--- src/rtl/prim_secded_pkg.sv ---
// Shared types and Hsiao H-matrix helpers for the pipelined SECDED decoder.
// Columns are generated here so no per-bit parity equations appear anywhere.
package prim_secded_pkg;

    typedef enum logic [1:0] {
        SECDED_NONE   = 2'b00,
        SECDED_CORR   = 2'b01,
        SECDED_UNCORR = 2'b10
    } secded_err_e;

    function automatic int unsigned popcnt(int unsigned value);
        int unsigned v;
        int unsigned n;
        v = value;
        n = 0;
        while (v != 0) begin
            v = v & (v - 1);
            n++;
        end
        return n;
    endfunction

    // Column j: the j-th odd-weight (>=3) value, ordered by weight then by value.
    function automatic int unsigned hsiao_col(int unsigned pw, int unsigned j);
        int unsigned idx;
        int unsigned col;
        idx = 0;
        col = 0;
        for (int unsigned w = 3; w <= pw; w += 2) begin
            for (int unsigned v = 0; v < (32'd1 << pw); v++) begin
                if (popcnt(v) == w) begin
                    if (idx == j) col = v;
                    idx++;
                end
            end
        end
        return col;
    endfunction

    // Number of odd-weight (>=3) columns available: 2^(pw-1) - pw.
    function automatic int unsigned hsiao_max_data(int unsigned pw);
        return (32'd1 << (pw - 1)) - pw;
    endfunction

endpackage

--- src/rtl/prim_secded_err_log.sv ---
// Saturating corrected/uncorrectable word counters plus a sticky log of the
// first uncorrectable word since the last clear.
module prim_secded_err_log
    import prim_secded_pkg::*;
#(
    parameter int unsigned ParityWidth = 8,
    parameter int unsigned TagWidth    = 4,
    parameter int unsigned CntWidth    = 16
) (
    input  logic                   clk_i,
    input  logic                   rst_ni,
    input  logic                   hs_i,
    input  logic [1:0]             err_i,
    input  logic [ParityWidth-1:0] syndrome_i,
    input  logic [TagWidth-1:0]    tag_i,
    input  logic                   clr_i,
    output logic [CntWidth-1:0]    corr_cnt_o,
    output logic [CntWidth-1:0]    uncorr_cnt_o,
    output logic                   log_valid_o,
    output logic [TagWidth-1:0]    log_tag_o,
    output logic [ParityWidth-1:0] log_syndrome_o
);

    logic [CntWidth-1:0]    corr_cnt_d, corr_cnt_q;
    logic [CntWidth-1:0]    uncorr_cnt_d, uncorr_cnt_q;
    logic                   log_valid_d, log_valid_q;
    logic [TagWidth-1:0]    log_tag_d, log_tag_q;
    logic [ParityWidth-1:0] log_syn_d, log_syn_q;

    always_comb begin
        corr_cnt_d   = corr_cnt_q;
        uncorr_cnt_d = uncorr_cnt_q;
        log_valid_d  = log_valid_q;
        log_tag_d    = log_tag_q;
        log_syn_d    = log_syn_q;
        // Clear has priority: a same-cycle increment or capture is dropped.
        if (clr_i) begin
            corr_cnt_d   = '0;
            uncorr_cnt_d = '0;
            log_valid_d  = 1'b0;
            log_tag_d    = '0;
            log_syn_d    = '0;
        end else if (hs_i) begin
            if (err_i == SECDED_CORR && corr_cnt_q != '1) begin
                corr_cnt_d = corr_cnt_q + CntWidth'(1);
            end
            if (err_i == SECDED_UNCORR) begin
                if (uncorr_cnt_q != '1) uncorr_cnt_d = uncorr_cnt_q + CntWidth'(1);
                if (!log_valid_q) begin
                    log_valid_d = 1'b1;
                    log_tag_d   = tag_i;
                    log_syn_d   = syndrome_i;
                end
            end
        end
    end

    always_ff @(posedge clk_i or negedge rst_ni) begin
        if (!rst_ni) begin
            corr_cnt_q   <= '0;
            uncorr_cnt_q <= '0;
            log_valid_q  <= 1'b0;
            log_tag_q    <= '0;
            log_syn_q    <= '0;
        end else begin
            corr_cnt_q   <= corr_cnt_d;
            uncorr_cnt_q <= uncorr_cnt_d;
            log_valid_q  <= log_valid_d;
            log_tag_q    <= log_tag_d;
            log_syn_q    <= log_syn_d;
        end
    end

    assign corr_cnt_o     = corr_cnt_q;
    assign uncorr_cnt_o   = uncorr_cnt_q;
    assign log_valid_o    = log_valid_q;
    assign log_tag_o      = log_tag_q;
    assign log_syndrome_o = log_syn_q;

endmodule

--- src/rtl/prim_secded_pipe_dec.sv ---
// Two-stage Hsiao SECDED decoder with valid/ready stream and sideband tag.
// Counters and error log exist only when PRIM_SECDED_ERR_LOG_EN is defined.
module prim_secded_pipe_dec
    import prim_secded_pkg::*;
#(
    parameter int unsigned DataWidth   = 64,
    parameter int unsigned ParityWidth = 8,
    parameter int unsigned TagWidth    = 4,
    parameter int unsigned CntWidth    = 16
) (
    input  logic                             clk_i,
    input  logic                             rst_ni,
    input  logic                             valid_i,
    output logic                             ready_o,
    input  logic [DataWidth+ParityWidth-1:0] in_i,
    input  logic [TagWidth-1:0]              tag_i,
    output logic                             valid_o,
    input  logic                             ready_i,
    output logic [DataWidth-1:0]             d_o,
    output logic [ParityWidth-1:0]           syndrome_o,
    output logic [1:0]                       err_o,
    output logic [TagWidth-1:0]              tag_o,
    input  logic                             cnt_clr_i,
    output logic [CntWidth-1:0]              corr_cnt_o,
    output logic [CntWidth-1:0]              uncorr_cnt_o,
    output logic                             log_valid_o,
    output logic [TagWidth-1:0]              log_tag_o,
    output logic [ParityWidth-1:0]           log_syndrome_o
);

    localparam int unsigned CodeWidth = DataWidth + ParityWidth;

    if (DataWidth > hsiao_max_data(ParityWidth)) begin : g_bad_width
        $error("ParityWidth too small for DataWidth odd-weight columns");
    end

    logic [ParityWidth-1:0] col_tab [DataWidth];
    for (genvar j = 0; j < DataWidth; j++) begin : g_col
        localparam int unsigned ColVal = hsiao_col(ParityWidth, j);
        assign col_tab[j] = ColVal[ParityWidth-1:0];
    end

    logic s1_adv, s2_adv;

    logic                   s1_valid_d, s1_valid_q;
    logic [DataWidth-1:0]   s1_data_d, s1_data_q;
    logic [TagWidth-1:0]    s1_tag_d, s1_tag_q;
    logic [ParityWidth-1:0] s1_syn_d, s1_syn_q;

    logic                   s2_valid_d, s2_valid_q;
    logic [DataWidth-1:0]   s2_data_d, s2_data_q;
    logic [TagWidth-1:0]    s2_tag_d, s2_tag_q;
    logic [ParityWidth-1:0] s2_syn_d, s2_syn_q;
    secded_err_e            s2_err_d, s2_err_q;

    logic [ParityWidth-1:0] in_syn;
    logic [DataWidth-1:0]   flip;
    logic [DataWidth-1:0]   s1_data_corr;
    secded_err_e            s1_err;

    assign s2_adv  = !s2_valid_q | ready_i;
    assign s1_adv  = !s1_valid_q | s2_adv;
    assign ready_o = s1_adv;

    // NOTE: blocking assignments accumulate the XOR inside one combinational pass.
    always_comb begin
        in_syn = '0;
        for (int j = 0; j < DataWidth; j++) begin
            if (in_i[j]) in_syn = in_syn ^ col_tab[j];
        end
        // Check-bit columns are one-hot, so check bits fold in directly.
        in_syn = in_syn ^ in_i[CodeWidth-1:DataWidth];
    end

    always_comb begin
        flip = '0;
        for (int j = 0; j < DataWidth; j++) begin
            flip[j] = (s1_syn_q == col_tab[j]);
        end
        s1_err = SECDED_UNCORR;
        if (s1_syn_q == '0) begin
            s1_err = SECDED_NONE;
        end else if ($onehot(s1_syn_q) || (|flip)) begin
            s1_err = SECDED_CORR;
        end
        s1_data_corr = s1_data_q ^ flip;
    end

    always_comb begin
        s1_valid_d = s1_valid_q;
        s1_data_d  = s1_data_q;
        s1_tag_d   = s1_tag_q;
        s1_syn_d   = s1_syn_q;
        s2_valid_d = s2_valid_q;
        s2_data_d  = s2_data_q;
        s2_tag_d   = s2_tag_q;
        s2_syn_d   = s2_syn_q;
        s2_err_d   = s2_err_q;
        if (s1_adv) begin
            s1_valid_d = valid_i;
            if (valid_i) begin
                s1_data_d = in_i[DataWidth-1:0];
                s1_tag_d  = tag_i;
                s1_syn_d  = in_syn;
            end
        end
        if (s2_adv) begin
            s2_valid_d = s1_valid_q;
            if (s1_valid_q) begin
                s2_data_d = s1_data_corr;
                s2_tag_d  = s1_tag_q;
                s2_syn_d  = s1_syn_q;
                s2_err_d  = s1_err;
            end
        end
    end

    // NOTE: datapath flops are reset as well so outputs read as zero after reset.
    always_ff @(posedge clk_i or negedge rst_ni) begin
        if (!rst_ni) begin
            s1_valid_q <= 1'b0;
            s1_data_q  <= '0;
            s1_tag_q   <= '0;
            s1_syn_q   <= '0;
            s2_valid_q <= 1'b0;
            s2_data_q  <= '0;
            s2_tag_q   <= '0;
            s2_syn_q   <= '0;
            s2_err_q   <= SECDED_NONE;
        end else begin
            s1_valid_q <= s1_valid_d;
            s1_data_q  <= s1_data_d;
            s1_tag_q   <= s1_tag_d;
            s1_syn_q   <= s1_syn_d;
            s2_valid_q <= s2_valid_d;
            s2_data_q  <= s2_data_d;
            s2_tag_q   <= s2_tag_d;
            s2_syn_q   <= s2_syn_d;
            s2_err_q   <= s2_err_d;
        end
    end

    assign valid_o    = s2_valid_q;
    assign d_o        = s2_data_q;
    assign syndrome_o = s2_syn_q;
    assign err_o      = s2_err_q;
    assign tag_o      = s2_tag_q;

`ifdef PRIM_SECDED_ERR_LOG_EN
    prim_secded_err_log #(
        .ParityWidth (ParityWidth),
        .TagWidth    (TagWidth),
        .CntWidth    (CntWidth)
    ) u_err_log (
        .clk_i          (clk_i),
        .rst_ni         (rst_ni),
        .hs_i           (s2_valid_q & ready_i),
        .err_i          (s2_err_q),
        .syndrome_i     (s2_syn_q),
        .tag_i          (s2_tag_q),
        .clr_i          (cnt_clr_i),
        .corr_cnt_o     (corr_cnt_o),
        .uncorr_cnt_o   (uncorr_cnt_o),
        .log_valid_o    (log_valid_o),
        .log_tag_o      (log_tag_o),
        .log_syndrome_o (log_syndrome_o)
    );
`else
    logic unused_cnt_clr;
    assign unused_cnt_clr = cnt_clr_i;
    assign corr_cnt_o     = '0;
    assign uncorr_cnt_o   = '0;
    assign log_valid_o    = 1'b0;
    assign log_tag_o      = '0;
    assign log_syndrome_o = '0;
`endif

endmodule
--- config.mk ---
export PLATFORM = sky130hd
export DESIGN_NAME = prim_secded_pipe_dec
export DESIGN_NICKNAME = d
export VERILOG_FILES = /design/src/rtl/prim_secded_pkg.sv /design/src/rtl/prim_secded_err_log.sv /design/src/rtl/prim_secded_pipe_dec.sv
export SDC_FILE = /design/constraint.sdc
export NUM_CORES = 1
export LEC_CHECK = 0
export BUFFER_PORTS_ARGS = -buffer_cell sky130_fd_sc_hd__buf_2
export CAP_MARGIN = 20
export CORE_MARGIN = 2
export CORE_UTILIZATION = 35
export DETAILED_ROUTE_END_ITERATION = 8
export PLACE_DENSITY_LB_ADDON = 0.12
export SLEW_MARGIN = 25
export SYNTH_ARGS = -nofsm -noshare
export SYNTH_HDL_FRONTEND = slang
export SYNTH_HIERARCHICAL = 1
export SYNTH_SLANG_ARGS = --single-unit
--- constraint.sdc ---
create_clock -name clk_i -period 6.68 [get_ports clk_i]
set_input_delay 1.002 -clock clk_i [delete_from_list [all_inputs] [get_ports clk_i]]
set_output_delay 1.002 -clock clk_i [all_outputs]
set_load 0.02 [all_outputs]
-- Word level (Yosys, flattened, before mapping)
Index checks and enable logic that the tools add are counted.
- output and inout bits: 125
- flip-flop bits (word level): 156
- input port bits: 81
- eq/ne operators: 65
- add/sub/neg operators: 7
- bitwise operators: 67
- reductions and logical operators: 7
- muxes and demuxes: 66
- operator list (cell ; count):
    8-bit == test, second input constant ; 21
    8-bit two-way mux ; 21
    3-bit NOT ; 54
    8-bit by 7-bit == test with 1-bit output, second input constant ; 17
    8-bit by 6-bit == test with 1-bit output, second input constant ; 15
    7-bit two-way mux ; 17
    6-bit two-way mux ; 15
    64-bit OR reduction ; 1
    64-bit bitwise XOR ; 1
    8-bit by 5-bit == test with 1-bit output, second input constant ; 7
    5-bit NOT ; 8
    5-bit two-way mux ; 7
    8-bit by 4-bit == test with 1-bit output, second input constant ; 3
    4-bit two-way mux ; 3
    1-bit by 1-bit adder with 2-bit output ; 4
    8-bit by 3-bit == test with 1-bit output, second input constant ; 1
    8-bit logical NOT ; 1
    8-bit bitwise XOR ; 1
    2-bit by 2-bit adder with 3-bit output ; 2
    3-bit by 3-bit adder with 4-bit output ; 1
    4-bit by 1-bit == test with 1-bit output, second input constant ; 1
    2-bit two-way mux ; 2
    2-bit AND reduction ; 2
    3-bit two-way mux ; 1
    4 further kinds ; 6

-- Longest topological paths before layout
Gate-level depths: netlist of the first run.
- depth in word-level cells: 128
- mapped depth: 16

-- Worst setup path after synthesis of the first run
Ideal clock, no wire load.
- path type: reg2reg
- start: reg s1_syn_q[0]
- end: reg s2_err_q[1], in the netlist err_o[1]
- arrival: 3546 ps
- period minus slack after synthesis: 3626 ps
- stages on the path, launching flop included: 15
- setup time: 81 ps
- slack: 3054 ps
- cells stage by stage: dfrtp_1 -> fa_1 -> inv_1 -> fa_1 -> fa_1 -> inv_1 -> ha_1 -> inv_1 -> fa_1 -> nand2b_1 -> a21oi_1 -> a2111oi_0 -> nand3_1 -> or3b_1 -> o22ai_2
- cells in the longest elaborated chain, start to end: 7
- ends and longest elaborated chain (element ; line ; RTL):
    from (decl) ; prim_secded_pipe_dec.sv:48 ; logic [ParityWidth-1:0] s1_syn_d, s1_syn_q;
    from (signal assigned) ; prim_secded_pipe_dec.sv:134 ; s1_syn_q <= s1_syn_d;
    1-bit by 1-bit adder with 2-bit output (not written as such) ; prim_secded_pipe_dec.sv:83 ; end else if ($onehot(s1_syn_q) || (|flip)) begin
    2-bit by 2-bit adder with 3-bit output (not written as such) ; prim_secded_pipe_dec.sv:83 ;
    3-bit by 3-bit adder with 4-bit output (not written as such) ; prim_secded_pipe_dec.sv:83 ;
    4-bit by 1-bit == test with 1-bit output ; prim_secded_pipe_dec.sv:83 ;
    1-bit logical OR ; prim_secded_pipe_dec.sv:83 ;
    2-bit two-way mux ; prim_secded_pipe_dec.sv:83 ;
    2-bit two-way mux (*) ; prim_secded_pipe_dec.sv:81 ; if (s1_syn_q == '0) begin
    to (signal assigned) ; prim_secded_pipe_dec.sv:139 ; s2_err_q <= s2_err_d;
    to (decl) ; prim_secded_pipe_dec.sv:54 ; secded_err_e s2_err_d, s2_err_q;
Mark *: on every way between the ends. The rest lies on a longest branch, timed or not.
A chain may end at the register's enable or synchronous reset.

-- Final worst setup path of the first run
- start: reg s1_syn_q[3]
- end: reg s2_err_q[1], in the netlist err_o[1]
Same word-level chain as after synthesis.

==> results of run 1 <==
==> where the power goes <==
| group | internal, uW | switching [uW] |
|---|---|---|
| logic | 728 | 1010 |
| registers | 1160 | 219 |
| clock network | 552 | 425 |
==> logic make-up (layout without fill, tap and decap cells) <==
logic type | Yosys count | count (layout)
compound gates | 105 | 105
xor+xnor | 212 | 212
fa+ha+maj | 11 | 11
buf+inv | 106 | 210
flops | 156 | 156
mux | 82 | 82
other cells | 1 | 45
simple gates | 213 | 213
==> placed cells by master (no fill, tap or decap), drive strengths merged, types with 9 or more instances in the layout <==
cell type,instances
inv,18
nor2,115
buf,164
clkbuf,18
nand2,41
o21ai,16
conb,45
xor2,37
a21oi,71
nor2b,9
mux2,81
dfrtp,156
xnor2,172
nand3,10
==> cell type report <==
class	count	share of cell area, %
well taps	330	3.92
repair buffers	164	7.98
flip-flops and latches	156	37.1
multi-input cells	668	45.1
inverters	15	0.535
clock inverters	13	1.34
clock buffers	18	4.08
==> per-layer routing <==
| metal | up-vias | part of all wire (%) | global-route usage, % |
|---|---|---|---|
| met4 | 4 | 0.76 | 4.19 |
| met3 | 15 | 4.2 | 3.64 |
| met1 | 3125 | 47 | 27.2 |
| met2 | 162 | 48 | 31.9 |
| li1 | 3101 | - | - |
| met5 | - | 0.10 | 0 |
==> final timing paths <==
kind / end / slack, ns / cells after the start
min reg2reg: valid_o / 0.49 / 1
max reg2reg: err_o[1] / 2.40 / 14
min: valid_o / 0.49 / 1
min in group asynchronous: valid_o / 0.63 / 1
max: err_o[1] / 2.40 / 14
max in group asynchronous: d_o[10] / 4.55 / 2
==> flip-flops by register name, indices dropped and copies added, names as in the netlist <==
register / count
d_o: 64
err_o: 2
s1_data_q: 64
s1_syn_q: 8
s1_tag_q: 4
s1_valid_q: 1
syndrome_o: 8
tag_o: 4
valid_o: 1
==> stage by stage <==
stage                     util, %  hold slack [ns]
after global routing         41.6            0.525
after CTS                    41.6            0.492
after floorplan                 -            0.449
after detailed placement     39.3            0.484
after global placement       39.3            0.471
final                        41.6            0.494
==> critical path: stages (launching register included) <==
cell and delay [ns]:
dfrtp_1 0.84, fa_1 0.53, inv_1 0.07, fa_1 0.42, fa_1 0.43, inv_1 0.06, ha_1 0.16, inv_1 0.07
fa_1 0.43, nand2b_1 0.08, a21oi_1 0.09, a2111oi_0 0.33, nand3_1 0.16, or3b_1 0.39, o22ai_2 0.11
==> metrics list, run 1 <==
- Total number of clock tree sinks: 156
- Average cell area after synthesis: about 10 um2
- Entering global routing, the biggest net connects just over 90 pins.
- In this run the horizontal extent of the chip is 165 um.
- Pre-CTS setup slack: between 2 and 2.5 ns
* Library cells used by synthesis: 50
- Total count of hold-check failures in the final report: 0
* Cell area after layout: ~11000 um2
* Die height: 165 um
- Remaining antenna violation count: 0
- At the worst endpoint, the arrival time is around 4.6 ns.
* Number of antenna violations at the first check in global routing: 2
* Total setup violations reported at the end of the flow: 0
- Post-detailed-placement cell area: 9960 um2
- Of the cells placed in the final design, the portion with a size suffix greater than 1 is 27.3%.
- In this run, the number of DRC markers left after iteration 0 of detailed routing was between 400 and 500.
* Final total negative setup slack: 0 ns
* Number of port buffers: around 160
- Counting tap cells, the placed design contains a total of between 1000 and 1500 instances.
- Adder-Cell Fraction of Synth Area: under 10%
* Storage element area: 3900 um2
* Commonest cells in the synthesized netlist: xnor2_1, dfrtp_1, nor2_1
* Post CTS Setup Buffer Count: 0
- Number of enable-type register cells in the synthesized netlist: 0
- Power spread over the standard cell area amounts to approximately 390 nW/um2.
- The number of gates resized after CTS was 0.
- Using the TritonRoute via totals, the vias-per-cell ratio works out to about 4.7.
* Final min period: 4.28 ns
- IR analysis of the VDD net gives a maximum drop of approximately 0.14 mV.
- Diode insertion count for antenna repair: 0
- Post-synth top area share: between 40% and 50%
* Worst-margin pin slew: between 0.8 and 0.9 ns
- Startpoint of the worst register-to-register path: s1_syn_q[3]
- Total number of vias: about 6400
* Clock H-tree levels: 4
- The worst setup path is captured at a flip-flop.
- In the synthesized netlist the dominant register cell turns out to be dfrtp_1.
* Most instantiated library cell after synthesis: xnor2_1
- Layout Area Growth over Synthesis: 16.0%
- Max-cap violations in this run came to 0.
* Number of buffers inserted by hold repair at cts: 0
- The total overflow left after global routing is 0.
- Overall power consumption after layout is estimated at approximately 4000 uW.
* CTS Root Cell: clkbuf_16
* Proportion of synthesized chip area in sequential cells: 43.0%
- The number of global-route vias before repair came to 6433.
- Detailed placement finished with a half-perimeter wire length of between 15000 and 20000 um.
- The min-delay analysis places its worst path in the category reg -> reg.
* Multiplexer share of the synthesized area: 10.2%
* Number of I/O pins: about 210
* Largest buffer count on any clock path: 2
- In the post-synthesis netlist, the biggest area contributors are dfrtp_1, xnor2_1, mux2_2.
- Count of final max-slew check failures: 0
* # DRC: 0
- Largest family of logic cells by synthesized area: XOR/XNOR gates
- Wire per inst: ~19 um
- Setup repair after global routing left no endpoint under its margin.
- Along the worst path, the maximum fanout reaches 21.
* Simple logic cell fraction of the synthesized area: 10.8%
- For this run, the number of standard cells in the final layout without fillers is about 1400.
* Gate count of the mapped netlist: 886
- Top cell type by total area after synthesis: dfrtp_1
- TritonCTS built the clock tree.
- The synthesized netlist occupies a cell area of around 9100 um2.
- The critical path is of the reg -> reg type.
* Status: finished, final reports clean
* Starting Density: 35.8%
* Count of warnings emitted by yosys: 6
* Relative max-transition margin: about two fifths
- Of the available clock period, the critical path in the final layout requires ~64%.
- The critical path starts at s1_syn_q[3].
- Synth Area in XOR/XNOR: a little over a fifth
* Post-route clock skew: about 0.012 ns
* Count of filler cells inserted in the layout: approximately 2500
- GP Congestion: 0.832
* Highest clock rate: between 0.2 and 0.25 GHz
- Pre-antenna DRT Iters: 5
* Multi-input combinational cell area: between 4000 and 5000 um2
- Clock-pin slew reported for the worst setup and hold paths after clock tree synthesis: ~0.070 ns
- Number of register bits inferred by synthesis: between 150 and 200
- In the post-route analysis, the smallest setup slack over all paths is 2.40 ns.
- Startpoint type of the worst setup path: flip-flop
- Fraction of the mapped netlist area in compound gates: under 10%
- Leakage component of the power: approximately 0.0043 uW
* Routed wire length: 25700 um
- Global routing used slightly below 20% of the available tracks.
* First-pass GRT wire length: roughly 40000 um
- The clock reaches the later pin of the worst-skew pair after approximately 0.43 ns.
- At the worst endpoint, the required time is approximately 7.0 ns.
- Share of async-settable or async-resettable flops after synthesis: 100%
- The final layout contains between 1000 and 1500 nets.
- The die covers around 27000 um2.
- Critical hold path startpoint: s1_valid_q
- Cts bufs inserted: 17
* Area of the core: between 20000 and 30000 um2
- The floorplan has 58 rows.
(Power assumes the default switching activity.)
==> run 2: changes to the inputs <==
==> constraint.sdc (replaced) <==
create_clock -name clk_i -period 4.25 [get_ports clk_i]
set_input_delay 0.6375 -clock clk_i [delete_from_list [all_inputs] [get_ports clk_i]]
set_output_delay 0.6375 -clock clk_i [all_outputs]
set_load 0.02 [all_outputs]
==> run 2 against run 1 <==
  * Register-to-register slack got worse by 2.1 ns
  * Largest cell class unchanged
  * Sequential power up 49%
  * Critical endpoint unchanged
  * Total power up 61%
  * Sequential share of layout area decreased by 0.40 points
  * Die area unchanged
  * Clock power rose by 68%
  * Wire length rose by 0.44%
==> metrics list, run 2 (synthesized netlist as in run 1, its figures left out) <==
* GP Congestion: 0.883
* Total number of clock tree sinks: roughly 160
* Top cell by count, worst path: fa_1
- Req. time, crit path: between 4 and 5 ns
* Data arrival time of the worst path: ~4.3 ns
- The filler cells instantiated in the layout total ~2500.
- After floorplanning, the core was divided into 58 placement rows.
- For this design the static power due to leakage is ~0.0044 uW.
* Detailed router's first-iteration violation count: a little over 400
* Largest buffer count on any clock path: 2
* Die height: about 160 um
- Insertion delay of the later-clocked pin in the worst-skew pair: 0.43 ns
- Critical Path Stages: 14
- The tree is rooted in a clkbuf_16.
- The routed design has 25800 um of wire.
- Critical path peak fanout: 6
- Largest net degree at the start of global routing: 77
* Status: finished, final reports clean
- Layout Area Growth over Synthesis: 17.3%
- The final-report max-slew violation count is 0.
- Dominant delay contributor by cell family on the critical path: adder cells
- Dividing the final minimum period by the clock period gives 92.5%.
- Timing would allow up to about 0.25 GHz.
- # resized after CTS: 0
* Sequence of cells on the critical path: fa_1, inv_1, fa_1, fa_1, inv_1, ha_1, inv_1, fa_1, nand2b_1, a21oi_1, a2111oi_1, nand3_1, or3b_1, o22ai_2
- Pre-CTS setup slack: between 0.2 and 0.3 ns
* Post-route clock skew: roughly 0.012 ns
* Number of I/O pins: just over 200
- Chip Width: 165 um
- Estimated wirelength of the detail-placed design: about 19000 um
- Clock-pin slew reported for the worst setup and hold paths after clock tree synthesis: about 0.070 ns
- Final non-filler cell total: 1371
- Setup violations remaining at the end of the flow were counted as 0.
* Relative max-transition margin: between 40% and 50%
* TritonCTS clock tree: built
* Number of antenna violations at the first check in global routing: 2
- Diode insertion count for antenna repair: 0
- Highest-count cells in the layout ignoring fill and taps: xnor2_1, buf_2, dfrtp_1
- Start-to-end type of the worst setup path: reg -> reg
- Most common library cell in the layout ignoring fill and taps: xnor2_1
* Via count of the first global-routing pass: approximately 6400
* Worst-margin pin slew: approximately 0.80 ns
- Cts bufs inserted: 17
* Number of buffers inserted by hold repair at cts: 0
* Total number of vias: approximately 6500
* Cell with the largest stage delay on the worst path: fa_1
- In this run the power density over the cells is roughly 620 nW/um2.
* Post CTS Setup Buffer Count: 0
- Final total negative setup slack: 0 ns
* Max capacitance violation total: 0
- The total overflow left after global routing is 0.
- Final setup slack of the worst path: 0.319 ns
- Worst Reg2Reg Path Length in Cells: 14
* Share of cells above drive strength 1: ~28%
- Worst hold path type: in -> async
- After layout, the minimum clock period comes to 3.93 ns.
- First-pass GRT wire length: 38700 um
- The initial utilization of the core area, before any placement, comes to a little over a third.
- For this run, the slowest stage of the critical path takes ~0.55 ns.
- Remaining antenna violation count: 0
- Total Nets Final: about 1100
* Via-per-instance ratio: 4.71
- The first detailed-routing pass ran for 4 iterations.
- Total count of hold-check failures in the final report: 0
- # DRC: 0
* Area of the core: between 20000 and 30000 um2
- Startpoint type of the worst setup path: flip-flop
- Global Route Usage Sum: a little under 20%
- Crit path buf inv count: 3
- Endpoint kind of the worst setup timing path: flip-flop
* Placed Cells incl. Taps: 1339
- VDD sags by at most approximately 0.25 mV.
* Total Die Area: roughly 27000 um2
- Port buffering added 159 buffers.
- After detailed routing, the average wire length per cell comes to roughly 19 um.
- Unrepaired setup endpoints after global routing: no
* Clock H-tree levels: 4
run 2: changes by cell type in the layout (fill, tap and decap cells not counted):
cell	before	now
a2111oi_0	1	0
a2111oi_1	0	1
buf_12	0	1
buf_4	5	10
bufinv_16	2	3
clkbuf_8	0	3
clkinv_2	4	1
run 2: worst paths after layout:
kind                              from       endpoint  slack (ns)
max                        s1_syn_q[0]       err_o[1]        0.32
min                             rst_ni        d_o[57]        0.18
max reg2reg                s1_syn_q[0]       err_o[1]        0.32
min reg2reg                 s1_valid_q        valid_o        0.49
max in group asynchronous       rst_ni  s1_data_q[53]        2.92
min in group clk_i            tag_i[2]    s1_tag_q[2]        0.44
run 2: layout make-up:
| class | count | area [um2] | share of cell area (%) |
|---|---|---|---|
| Clock buffer | 21 | 470 | 4.42 |
| Tap cell | 330 | 413 | 3.88 |
| Multi-Input combinational cell | 668 | 4740 | 44.6 |
| Clock inverter | 11 | 156 | 1.47 |
| Timing Repair Buffer | 170 | 897 | 8.43 |
| Sequential cell | 156 | 3900 | 36.7 |
| Inverter | 15 | 56.3 | 0.529 |
run 2: metal layers:
layer | global-route usage [%] | wire length (um) | share of wire (%) | vias up
li1 | - | - | - | 3113
met3 | 4.37 | 1500 | 5.8 | 32
met2 | 31.1 | 12200 | 47 | 187
met4 | 5.61 | 442 | 1.7 | 4
met5 | 0 | 22 | 0.085 | -
met1 | 26.6 | 11700 | 45 | 3118
run 2: where the power goes:
| group | total (uW) | leakage [uW] | switching, uW | internal (uW) |
|---|---|---|---|---|
| logic | 2910 | 0.00226 | 1730 | 1180 |
| clock network | 1640 | 0.000309 | 661 | 981 |
| registers | 2050 | 0.00179 | 228 | 1820 |
run 2: worst register-to-register path, stage by stage (launching register included):
cell       delay, ns
dfrtp_1         0.46
fa_1            0.55
inv_1           0.05
fa_1            0.49
fa_1            0.41
inv_1           0.07
ha_1            0.16
inv_1           0.06
fa_1            0.44
nand2b_1        0.09
a21oi_1         0.07
a2111oi_1       0.34
nand3_1         0.16
or3b_1          0.39
o22ai_2         0.11
run 2: stage by stage:
step	hold slack, ns	power [uW]	util [%]	area, um2
6_report	0.183	6610	42.0	10600
5_1_grt	0.234	7060	42.0	10600
4_1_cts	0.219	6660	42.0	10600
3_5_place_dp	0.475	4990	39.5	10000
3_3_place_gp	0.477	4950	39.5	10000
2_1_floorplan	0.342	4180	-	9240
==> run 3: changes to the inputs <==
--- a/config.mk
+++ b/config.mk
@@ -8,7 +8,7 @@
 export BUFFER_PORTS_ARGS = -buffer_cell sky130_fd_sc_hd__buf_2
 export CAP_MARGIN = 20
 export CORE_MARGIN = 2
-export CORE_UTILIZATION = 35
+export CORE_UTILIZATION = 50
 export DETAILED_ROUTE_END_ITERATION = 8
 export PLACE_DENSITY_LB_ADDON = 0.12
 export SLEW_MARGIN = 25
==> run 3 against run 2 <==
  * Final area down 1.5%
  * Final cell count down 7.4%
  * Critical path depth unchanged
  * Highest routed layer is now met4
  * Worst setup slack better by 0.00058 ns
  * Sequential cell count unchanged
  * Global-route usage up 5.1 points
  * Fmax about the same
  * Critical endpoint unchanged
  * Largest power group unchanged
  * Clock power down 8%
==> metrics list, run 3 (synthesized netlist as in run 1, its figures left out) <==
* TritonCTS clock tree: built
* Maximum VDD drop: about 0.4 mV
* Share of the clock period used by the worst path: 92.5%
* Count of filler cells inserted in the layout: ~1600
* Worst hold path type: in -> async
- Gates resized during post-CTS repair numbered 0.
- Share of power burned in combinational logic: 45.1%
- Via count of the first global-routing pass: 6259
- Routed wire length: roughly 24000 um
* Insertion delay of the later-clocked pin in the worst-skew pair: 0.44 ns
- Cts bufs inserted: 17
* Clock power share: a little under a quarter
- At the end of the flow, the number of nets in the layout was between 1000 and 1500.
- The run finished with clean final reports.
- Total count of hold-check failures in the final report: 0
- Clock-pin slew reported for the worst setup and hold paths after clock tree synthesis: about 0.06 ns
- Diode insertion count for antenna repair: 0
* Most common library cell in the layout ignoring fill and taps: xnor2_1
* Fraction of power consumed by sequential logic: between 30% and 40%
- During I/O placement, the number of pins put on the boundary was between 200 and 250.
- Broken down by cell family, the worst path's largest delay share belongs to adder cells.
- Net Switching: around 2600 uW
* Final non-filler cell total: ~1300
* Highest-count cells in the layout ignoring fill and taps: xnor2_1, buf_2, dfrtp_1
* CTS Root Cell: clkbuf_16
* Estimated wirelength of the detail-placed design: about 17000 um
- Endpoint kind of the worst setup timing path: flip-flop
- The floorplan has 49 rows.
- For this run, the top clock speed supported by timing is 0.254 GHz.
- The worst setup path is launched from a flip-flop.
- The die is 139 um tall.
* Total setup violations reported at the end of the flow: 0
- At the pin with the least slew margin, the transition time is about 0.87 ns.
- Detailed routing inserted a total of ~6500 vias.
* Cell with the largest stage delay on the worst path: fa_1
* Largest buffer count on any clock path: 2
- Placed Cells incl. Taps: about 1200
- The critical path contains buffers and inverters numbering 3 combined.
* Post-route clock skew: 0.00829 ns
* Layout Area Growth over Synthesis: 15.5%
* Total number of clock tree sinks: around 160
- Cells with a size suffix above 1 make up between 20% and 30% of the layout.
- Adding up every negative setup slack in the final design gives 0 ns.
- Relative max-transition margin: between 40% and 50%
- Total power consumption of the routed design: about 6500 uW
* Global Route Usage Sum: roughly 25%
* Final setup slack of the worst path: approximately 0.32 ns
- Sequence of cells on the critical path: fa_1, inv_1, fa_1, fa_1, inv_1, ha_1, inv_1, fa_1, nand2_1, a21oi_1, a2111oi_1, nand3_1, or3b_1, o22ai_2
* Area of the core: around 18000 um2
- The number of setup buffers added after CTS is 0.
- Of all nets on the critical path, the largest fanout is 6.
* Top cell by count, worst path: fa_1
- Final min period: ~3.9 ns
- After detailed routing, the average wire length per cell comes to between 15 and 20 um.
- Summed over all layers, the global routing overflow is 0.
- Chip Width: roughly 140 um
* Starting Density: about 51%
- Power density over the cells: 618 nW/um2
* Data arrival time of the worst path: about 4.3 ns
- Crit path largest cell delay: between 0.5 and 0.6 ns
- Setup repair after global routing left no endpoint under its margin.
* Pre-CTS setup slack: about 0.28 ns
* Via-per-instance ratio: roughly 5.2
- The first TritonRoute pass finished after 5 iterations.
* Number of buffers inserted by hold repair at cts: 0
- GP Congestion: a little over 0.9
* Leakage component of the power: 0.00433 uW
- Detailed router's first-iteration violation count: 404
- Net switching fraction of the power: around 41%
- In the routed design, unresolved DRC markers number 0.
- The floorplan step defined a die boundary enclosing approximately 19000 um2.
- Buffers placed on the I/O ports in this run total roughly 160.
- The final-report max-slew violation count was 0.
* Number of antenna violations at the first check in global routing: 1
- Remaining antenna violation count: 0
- Internal cell power: 3840 uW
- Largest net degree at the start of global routing: between 80 and 90
* Clock H-tree levels: 4
* First-pass GRT wire length: 36300 um
* Start-to-end type of the worst setup path: reg -> reg
* Max capacitance violation total: 0
* Req. time, crit path: about 4.6 ns
==> run 3: cell types whose count changed in the layout (fill, tap and decap cells not counted), sizes merged <==
cell,change
clkbuf,-3
inv,+1
clkinv,+1
clkinvlp,+3
bufinv,-2
==> run 3: path summary, 6_finish.rpt <==
| check | slack (ns) | start | cells after the start | end |
|---|---|---|---|---|
| worst max-delay path | 0.32 | s1_syn_q[0] | 14 | err_o[1] |
| worst min-delay path | 0.23 | rst_ni | 1 | valid_o |
| worst max register to register | 0.32 | s1_syn_q[0] | 14 | err_o[1] |
| worst min register to register | 0.50 | s1_valid_q | 1 | valid_o |
| max in group asynchronous | 3.13 | rst_ni | 2 | s1_data_q[41] |
| min in group clk_i | 0.43 | tag_i[2] | 2 | s1_tag_q[2] |
==> run 3: metrics by stage <==
stage | utilization (%) | cell area (um2) | hold WS (ns)
after floorplan | - | 9240 | 0.342
after global placement | 55.3 | 9900 | 0.483
after detailed placement | 55.3 | 9900 | 0.484
after CTS | 58.5 | 10500 | 0.267
after global routing | 58.5 | 10500 | 0.303
final | 58.5 | 10500 | 0.229
==> run 3: final cells by class <==
class,count,area [um2],area share (%)
flip-flops and latches,156,3900,37.3
well taps,229,287,2.73
clock buffers,18,439,4.19
multi-input cells,668,4740,45.3
inverters,15,56.3,0.537
clock inverters,14,138,1.31
repair buffers,170,910,8.68
==> run 3: power groups by stage <==
stage                     logic [uW]  registers, uW  clock network [uW]
after floorplan                 1900           2280                   0
after global placement          2840           2060                   0
after detailed placement        2900           2070                   0
after CTS                       2920           2050                1530
after global routing            3220           2090                1590
final                           2920           2050                1510
==> run 3: per-layer routing <==
layer | wire, um | part of all wire [%] | track usage [%] | up-vias
met5 | 0 | 0 | 0 | -
met4 | 464 | 2.0 | 7.66 | 0
met3 | 1350 | 5.8 | 4.63 | 33
met2 | 11300 | 48 | 40.2 | 232
met1 | 10400 | 44 | 33.6 | 3162
li1 | - | - | - | 3117
